[src/rtl/sharpen_window_ctrl_if.sv]
// Bus bundle for the sharpening window sequencer.
// Carries the frame control (start/busy/done), the image-memory read port
// (mem_addr/mem_re/mem_rdata) and the window handshake toward the update
// stage (win_valid/win_ready/win_oa/win_v).
// master: the sequencer side; slave: the memory / update-stage / host side.
interface sharpen_window_ctrl_if #(
    parameter int unsigned AW = 19,
    parameter int unsigned DW = 8
) ();
    logic              start;
    logic              busy;
    logic              done;
    logic [AW-1:0]     mem_addr;
    logic              mem_re;
    logic [DW-1:0]     mem_rdata;
    logic              win_valid;
    logic              win_ready;
    logic [AW-1:0]     win_oa;
    logic [9*DW-1:0]   win_v;

    modport master (
        input  start,
        output busy,
        output done,
        output mem_addr,
        output mem_re,
        input  mem_rdata,
        output win_valid,
        input  win_ready,
        output win_oa,
        output win_v
    );

    modport slave (
        output start,
        input  busy,
        input  done,
        input  mem_addr,
        input  mem_re,
        output mem_rdata,
        input  win_valid,
        output win_ready,
        input  win_oa,
        input  win_v
    );
endinterface

[src/rtl/sharpen_window_ctrl.sv]
// Raster-order 3x3 window sequencer for the sharpening pipeline.
// For each interior pixel it issues nine reads to a single-port synchronous
// memory, assembles the neighbourhood and offers it with the centre address
// on a valid/ready handshake.
// Ports:
//   clk   - clock, rising edge
//   reset - synchronous, active-high
//   bus   - sharpen_window_ctrl_if.master (start/busy/done, memory read
//           port, window handshake); all outputs are registered.
module sharpen_window_ctrl #(
    parameter int unsigned IMG_W = 800,
    parameter int unsigned IMG_H = 600,
    parameter int unsigned AW    = 19,
    parameter int unsigned DW    = 8
) (
    input  logic                  clk,
    input  logic                  reset,
    sharpen_window_ctrl_if.master bus
);

    localparam logic [AW-1:0] ROW_STEP = AW'(IMG_W);
    localparam logic [AW-1:0] LAST_R   = AW'(IMG_H - 2);
    localparam logic [AW-1:0] LAST_C   = AW'(IMG_W - 2);

    typedef enum logic [2:0] {
        S_IDLE,
        S_FETCH,
        S_CAP,
        S_PRESENT,
        S_DONE
    } state_t;

    state_t          state, state_d;
    logic [3:0]      k, k_d;
    logic [AW-1:0]   r, r_d, c, c_d, row_base, row_base_d;
    logic [AW-1:0]   mem_addr_d, win_oa_d;
    logic            mem_re_d, win_valid_d, busy_d, done_d;
    logic [9*DW-1:0] win_v_d;

    // Next-state and next-output logic; every register gets its next value here.
    always_comb begin
        state_d     = state;
        k_d         = k;
        r_d         = r;
        c_d         = c;
        row_base_d  = row_base;
        mem_addr_d  = bus.mem_addr;
        mem_re_d    = 1'b0;
        win_valid_d = 1'b0;
        win_oa_d    = bus.win_oa;
        win_v_d     = bus.win_v;

        case (state)
            S_IDLE: begin
                if (bus.start) begin
                    r_d        = AW'(1);
                    c_d        = AW'(1);
                    row_base_d = '0;
                    k_d        = '0;
                    mem_re_d   = 1'b1;
                    mem_addr_d = '0;
                    state_d    = S_FETCH;
                end
            end
            S_FETCH: begin
                // Data for read k-1 arrives while read k is being issued.
                for (int i = 0; i < 8; i++) begin
                    if (k == 4'(i + 1)) win_v_d[i*DW +: DW] = bus.mem_rdata;
                end
                if (k == 4'd8) begin
                    state_d = S_CAP;
                end else begin
                    k_d      = k + 4'd1;
                    mem_re_d = 1'b1;
                    // Step to the next neighbourhood row after columns 2 and 5.
                    if (k == 4'd2 || k == 4'd5) mem_addr_d = bus.mem_addr + ROW_STEP - AW'(2);
                    else                        mem_addr_d = bus.mem_addr + AW'(1);
                end
            end
            S_CAP: begin
                win_v_d[8*DW +: DW] = bus.mem_rdata;
                win_valid_d         = 1'b1;
                win_oa_d            = row_base + ROW_STEP + c;
                state_d             = S_PRESENT;
            end
            S_PRESENT: begin
                win_valid_d = ~bus.win_ready;
                if (bus.win_ready) begin
                    if (r == LAST_R && c == LAST_C) begin
                        state_d = S_DONE;
                    end else begin
                        if (c == LAST_C) begin
                            c_d        = AW'(1);
                            r_d        = r + AW'(1);
                            row_base_d = row_base + ROW_STEP;
                            mem_addr_d = row_base + ROW_STEP;
                        end else begin
                            c_d        = c + AW'(1);
                            mem_addr_d = row_base + c;
                        end
                        k_d      = '0;
                        mem_re_d = 1'b1;
                        state_d  = S_FETCH;
                    end
                end
            end
            S_DONE: begin
                state_d = S_IDLE;
            end
            default: begin
                state_d = S_IDLE;
            end
        endcase

        busy_d = (state_d != S_IDLE);
        done_d = (state_d == S_DONE);
    end

    // State and registered outputs.
    always_ff @(posedge clk) begin
        if (reset) begin
            state         <= S_IDLE;
            k             <= '0;
            r             <= '0;
            c             <= '0;
            row_base      <= '0;
            bus.busy      <= 1'b0;
            bus.done      <= 1'b0;
            bus.mem_addr  <= '0;
            bus.mem_re    <= 1'b0;
            bus.win_valid <= 1'b0;
            bus.win_oa    <= '0;
            bus.win_v     <= '0;
        end else begin
            state         <= state_d;
            k             <= k_d;
            r             <= r_d;
            c             <= c_d;
            row_base      <= row_base_d;
            bus.busy      <= busy_d;
            bus.done      <= done_d;
            bus.mem_addr  <= mem_addr_d;
            bus.mem_re    <= mem_re_d;
            bus.win_valid <= win_valid_d;
            bus.win_oa    <= win_oa_d;
            bus.win_v     <= win_v_d;
        end
    end

endmodule

[src/flat_wrapper.sv]
// flat-port wrapper written by rule: the top's interface ports become plain ports
module sharpen_window_ctrl_flat 
#(
    parameter int unsigned IMG_W = 800,
    parameter int unsigned IMG_H = 600,
    parameter int unsigned AW    = 19,
    parameter int unsigned DW    = 8
)
  (clk, reset, bus_start, bus_busy, bus_done, bus_mem_addr, bus_mem_re, bus_mem_rdata, bus_win_valid, bus_win_ready, bus_win_oa, bus_win_v);
  sharpen_window_ctrl_if #(.AW(AW), .DW(DW)) bus_i ();
  input  logic clk;
  input  logic reset;
  input wire logic [$bits(bus_i.start)-1:0] bus_start;
  output wire logic [$bits(bus_i.busy)-1:0] bus_busy;
  output wire logic [$bits(bus_i.done)-1:0] bus_done;
  output wire logic [$bits(bus_i.mem_addr)-1:0] bus_mem_addr;
  output wire logic [$bits(bus_i.mem_re)-1:0] bus_mem_re;
  input wire logic [$bits(bus_i.mem_rdata)-1:0] bus_mem_rdata;
  output wire logic [$bits(bus_i.win_valid)-1:0] bus_win_valid;
  input wire logic [$bits(bus_i.win_ready)-1:0] bus_win_ready;
  output wire logic [$bits(bus_i.win_oa)-1:0] bus_win_oa;
  output wire logic [$bits(bus_i.win_v)-1:0] bus_win_v;
  assign bus_i.start = bus_start;
  assign bus_busy = bus_i.busy;
  assign bus_done = bus_i.done;
  assign bus_mem_addr = bus_i.mem_addr;
  assign bus_mem_re = bus_i.mem_re;
  assign bus_i.mem_rdata = bus_mem_rdata;
  assign bus_win_valid = bus_i.win_valid;
  assign bus_i.win_ready = bus_win_ready;
  assign bus_win_oa = bus_i.win_oa;
  assign bus_win_v = bus_i.win_v;
  sharpen_window_ctrl #(.IMG_W(IMG_W), .IMG_H(IMG_H), .AW(AW), .DW(DW)) u_core (.clk(clk), .reset(reset), .bus(bus_i));
endmodule
[config.mk]
export PLATFORM = sky130hd
export DESIGN_NAME = sharpen_window_ctrl_flat
export DESIGN_NICKNAME = d
export VERILOG_FILES = /design/src/rtl/sharpen_window_ctrl_if.sv /design/src/rtl/sharpen_window_ctrl.sv /design/src/flat_wrapper.sv
export SDC_FILE = /design/constraint.sdc
export NUM_CORES = 1
export LEC_CHECK = 0
export ABC_AREA = 1
export ABC_CLOCK_PERIOD_IN_PS = 3500
export CELL_PAD_IN_SITES_DETAIL_PLACEMENT = 1
export CELL_PAD_IN_SITES_GLOBAL_PLACEMENT = 1
export CORE_UTILIZATION = 43
export CTS_BUF_LIST = sky130_fd_sc_hd__clkbuf_8 sky130_fd_sc_hd__clkbuf_16
export DETAILED_ROUTE_END_ITERATION = 16
export PLACE_DENSITY = 0.92
export SKIP_CTS_REPAIR_TIMING = 1
export SYNTH_ARGS = -nofsm -noshare
export SYNTH_HDL_FRONTEND = slang
export SYNTH_SLANG_ARGS = --single-unit
[constraint.sdc]
create_clock -name clk -period 3.5 [get_ports clk]
set_clock_uncertainty 0.05 [all_clocks]
set_input_delay 0.525 -clock clk [delete_from_list [all_inputs] [get_ports clk]]
set_output_delay 0.525 -clock clk [all_outputs]
set_load 0.02 [all_outputs]
After elaboration in Yosys (flattened, before gate mapping) --
Cells that the tools add are included.
Word-level totals: output and inout bits 114, bits in registers 178, logic and storage cells 102, input bits 12
Operators by class: multiplexer cells 36, $add $sub $neg 9, equality and inequality tests 19, reductions and logical operators 17, bitwise logic cells 1
Operators with widths (number):
- 2-to-1 mux 19 bit | 16
- case mux 19 bit (2 select lines) | 3
- adder 19 x 1 -> 19 bit (second input constant) | 3
- case mux 19 bit (3 select lines) | 1
- adder 19 x 10 -> 19 bit (second input constant) | 2
- adder 19 bit | 2
- == test 19 x 10 -> 1 bit (second input constant) | 2
- subtractor 19 x 2 -> 19 bit (second input constant) | 1
- == test 4 x 3 -> 1 bit (second input constant) | 4
- 2-to-1 mux 4 bit | 4
- AND reduction 2 bit | 8
- 2-to-1 mux 3 bit | 4
- case mux 3 bit (4 select lines) | 1
- case mux 4 bit (3 select lines) | 1
- AND reduction 5 bit | 2
- == test 4 x 2 -> 1 bit (second input constant) | 2
- != test 2 bit (second input constant) | 4
- == test 3 x 2 -> 1 bit (second input constant) | 2
- nonzero test 3 bit | 2
- adder 4 x 1 -> 4 bit (second input constant) | 1
- == test 4 x 1 -> 1 bit (second input constant) | 1
- == test 4 bit (second input constant) | 1
- 2-to-1 mux 1 bit | 4
- AND reduction 4 bit | 1
- 10 further kinds | 10

Logic depth before layout (Yosys ltp) --
word-level depth 6, mapped depth 19, depth with buffers taken out 19

Worst setup path after synthesis --
No wires, ideal clock.
path type register to register, start point reg u_core.row_base[5], end point reg u_core.bus.win_oa[14], arrival 2.091 ns, period minus slack after synthesis 2.250 ns, setup time 0.109 ns, setup slack 1.250 ns, required time 3.341 ns, stages on the path, launching flop included 18, cells stage by stage dfxtp_1 -> ha_1 -> nand2_1 -> nand3_1 -> nand2_1 -> inv_1 -> nand3_1 -> nand2_1 -> inv_1 -> ha_1 -> inv_1 -> o21ai_0 -> o21bai_1 -> nand3b_1 -> a21oi_1 -> o21ai_0 -> nand2_1 -> inv_1
Between the ends: longest elaborated chain between the ends 2
Ends and longest elaborated chain:
- from (decl) | RTL line sharpen_window_ctrl.sv:35 | logic [AW-1:0] r, r_d, c, c_d, row_base, row_base_d;
- from (signal assigned) | RTL line sharpen_window_ctrl.sv:139 | row_base <= row_base_d;
- adder 19 x 10 -> 19 bit | RTL line sharpen_window_ctrl.sv:83 | win_oa_d = row_base + ROW_STEP + c;
- adder 19 bit | RTL line sharpen_window_ctrl.sv:83
- to (signal assigned) | RTL line sharpen_window_ctrl.sv:145 | bus.win_oa <= win_oa_d;
- to (decl) | RTL line sharpen_window_ctrl_if.sv:30 | output win_oa,
No other way between the ends. A chain may end at the register's enable or synchronous reset.

Final worst setup path --
Ends and elaborated chain as after synthesis.

==> metrics.md <==
| Metric | Value |
|---|---|
| Worst setup EP type | flip-flop |
| Gate power share | 11.7% |
| CTS tree | done |
| Crit Path Category | reg -> reg |
| ANT nets after route | 0 |
| Yosys cell types | 37 |
| R2r startpoint | u_core.row_base[5]$_SDFFE_PP0P_ |
| Mapped Cells | 1,747 |
| Synth Warn # | 0 |
| CP max stage cell | dfxtp_1 |
| Critical path, cell by cell | ha_1 -> nand2_1 -> nand3_1 -> nand2_1 -> inv_1 -> nand3_1 -> nand2_1 -> inv_1 -> ha_1 -> inv_1 -> o21ai_0 -> o21bai_1 -> nand3b_1 -> a21oi_1 -> o21ai_0 -> nand2_1 -> inv_1 |
| Hold path endpoint | u_core.bus.win_v[25]$_SDFFE_PP0P_ |
| Worst EP required | 3.81 ns |
| R2r endpoint | u_core.bus.win_oa[14]$_SDFFE_PP0N_ |
| Net switching power figure | 0.001514 W |
| Vias per cell | 5.692 |
| Clock-pin slew on the worst setup and hold paths | 0.09 ns |
| Slew @ Worst Pin | 0.8028 ns |
| Setup TNS | 0 ns |
| DR iter-0 viols | 663 |
| Clk sinks | 173 |
| Dpl cells | 2,146 |
| IO Pins | 126 |
| Clock share of power | 44.2% |
| Share of cells above drive strength 1 | 4.369% |
| Final #Nets | 1,893 |
| Die Y | 161.2 µm |
| Worst VDD drop | 0.0003464 V |
| Initial Utilization | 44.30% |
| R2R Setup Slk | 0.54 ns |
| Chip width | 161.2 µm |
| Slew Viols, Final | 0 |
| Commonest non-fill, non-tap cell in the layout | nand2_1 |
| Pin count of the biggest net entering global routing | 61 |
| Final setup viols | 0 |
| Number of global-route vias before repair | 12,920 |
| Die footprint | 25,990 µm² |
| Worst hold stages | 2 |
| Final core occ | 52.80% |
| Crit path DAT | 3.27 ns |
| WP buf/inv | 4 |
| H-tree levels | 4 |
| DRC violations left | 0 |
| Int Pwr | 0.003161 W |
| Sequential share of power | 44.1% |
| EDFF count, synth | 0 |
| Status | complete, no violations |
| Final WL | 42.74 mm |
| CP delay by family, top | simple AND/OR/NAND/NOR gates |
| GRT overflow | 0 |
| Switching part of the total | 32.38% |
| Leak Pwr | 5.578 nW |
| Max Freq | 0.3380 GHz |
| Via Count | 12,400 |
| Area growth from synthesis to layout | 19.21% |
| Startpoint Class | flip-flop |
| Part of the Yosys area used for sequential elements | 31.78% |
| Final Non-Filler Cells | 2,178 |
| Register-to-Register Path Depth | 17 |
| Critical path depth in cells | 17 |
| Most frequent cells in the layout | nand2_1 (423), nor2_1 (335), dfxtp_1 (173) |
| MaxCap Viol Count | 0 |
| Final worst path period need | 2.958 ns |
| First-pass GRT wire length | 67.71 mm |
| Slew margin rel. | 46.48% |
| CTS root buffer | clkbuf_16 |
| RePlAce Congestion | 0.9311 |
| HP Class | reg -> reg |
| WL/cell | 19.62 µm |
| Synth Register Bits | 173 |
| Syn Std Cell Area | 10,900 µm² |
| Pwr Density | 359.8 nW/µm² |
| N_diodes | 0 |
| Row count | 57 |
| Asr flop ratio synth | 0% |
| CP max FO | 4 |
| I/O Buffers | 125 |
| Post-synth top flop | dfxtp_1 |
| Peak per-stage delay on the critical path | 0.42 ns |
| Hold Vio Cnt, Final | 0 |
| Initial DRT Pass Iterations | 5 |
| Mean Syn Cell Area | 6.239 µm² |
| Hold Crit Start | u_core.bus.win_v[25]$_SDFFE_PP0P_ |
| Cts bufs inserted | 17 |
| Crit share post-route | 84.52% |
| Unrepaired setup endpoints after global routing | false |
| Initial antenna violation count | 0 |
| Syn_nets | 1,799 |
| CTS Buffer Depth | 2 |
| Core area | 24,600 µm² |
| DP HPWL | 29.49 mm |
| Gr usage total | 32.90% |
| Fillers | 3,350 |
| Skew-Pair Late Insertion Delay | 0.46 ns |
## sequential cells by signal, indices dropped and copies added (netlist names)
name,flops
u_core.bus.mem_addr,19
u_core.state,3
u_core.k,4
u_core.bus.win_valid,1
u_core.bus.win_oa,19
u_core.bus.busy,1
u_core.r,19
u_core.bus.win_v,72
u_core.bus.done,1
u_core.c,19
u_core.bus.mem_re,1
u_core.row_base,14
## power groups by stage
stage	clock network [W]	registers [W]	logic (W)
2_1_floorplan	0	0.00211	0.000341
3_3_place_gp	0	0.00210	0.000505
3_5_place_dp	0	0.00211	0.000525
4_1_cts	0.00207	0.00206	0.000539
5_1_grt	0.00214	0.00207	0.000592
6_report	0.00207	0.00206	0.000545
## worst register-to-register path: stages, from the launching register on
cell and delay (ns):
dfxtp_1 0.42, ha_1 0.23, nand2_1 0.09, nand3_1 0.14, nand2_1 0.12, inv_1 0.11, nand3_1 0.08, nand2_1 0.16
inv_1 0.06, ha_1 0.33, inv_1 0.11, o21ai_0 0.11, o21bai_1 0.21, nand3b_1 0.19, a21oi_1 0.15, o21ai_0 0.17
nand2_1 0.09, inv_1 0.04
## Yosys cell counts (6+ instances only)
library cell	number	area share, %
a21oi_1	96	4.4
clkbuf_1	38	1.3
o21bai_1	15	1.0
dfxtp_1	173	32
nand4_1	48	2.8
nand3_1	135	6.2
xor2_1	37	3.0
buf_6	7	0.72
ha_1	40	4.6
xnor2_1	8	0.64
buf_1	6	0.21
nand2_1	423	15
nor3_1	12	0.55
buf_2	16	0.73
nand3b_1	9	0.62
nor2_1	335	12
o21ai_0	129	5.9
inv_1	170	5.9
## cells by family (layout without fill, tap and decap cells)
logic type                 Yosys count  count (layout)  synth area share (%)
xor gates and xnor gates            45              45                 3.616
adders and majority gates           40              40                 4.592
buffers and inverters              245             352                 9.138
DFF                                173             173                 31.78
AOI/OAI and AO/OA                  255             255                 12.46
and+or+nand+nor                    989             989                 38.42
## metal layers
| metal | share of wire, % | GRT usage [%] |
|---|---|---|
| met1 | 41 | 38.90 |
| met2 | 47 | 54.84 |
| met3 | 7.5 | 8.680 |
| met4 | 4.5 | 16.64 |
| met5 | 0 | 0 |
## cell type report
cell class                      instances  area, µm²  share of cell area, %
Tap cell                              324      405.4                  3.120
Multi-Input combinational cell       1329       6445                  49.61
Inverter                              177      664.4                  5.114
Clock buffer                           17      425.4                  3.274
Sequential cell                       173       3463                  26.66
Clock inverter                         15      207.7                  1.599
Timing Repair Buffer                  143       1381                  10.63
## metrics by stage
step	instance area [µm²]	setup slack (ns)	power (W)	hold WS, ns
final	12990	0.5418	0.004675	0.4454
after global routing	12990	0.3539	0.004803	0.4627
after CTS	12990	0.5915	0.004671	0.4498
after detailed placement	12360	0.5609	0.002630	0.4259
after global placement	12360	0.7568	0.002609	0.4137
after floorplan	10900	1.250	0.002450	0.4070
## worst max path at each step
| stage | startpoint | endpoint | slack (ns) |
|---|---|---|---|
| after floorplan | u_core.row_base[5]$_SDFFE_PP0P_ | u_core.bus.win_oa[14]$_SDFFE_PP0N_ | 1.25 |
| after global placement | u_core.row_base[5]$_SDFFE_PP0P_ | u_core.bus.win_oa[14]$_SDFFE_PP0N_ | 0.76 |
| after detailed placement | u_core.row_base[5]$_SDFFE_PP0P_ | u_core.bus.win_oa[14]$_SDFFE_PP0N_ | 0.56 |
| after CTS | u_core.row_base[5]$_SDFFE_PP0P_ | u_core.bus.win_oa[14]$_SDFFE_PP0N_ | 0.59 |
| after global routing | u_core.row_base[5]$_SDFFE_PP0P_ | u_core.bus.win_oa[14]$_SDFFE_PP0N_ | 0.35 |
| final | u_core.row_base[5]$_SDFFE_PP0P_ | u_core.bus.win_oa[14]$_SDFFE_PP0N_ | 0.54 |
Power figures use the tool's default switching activity.
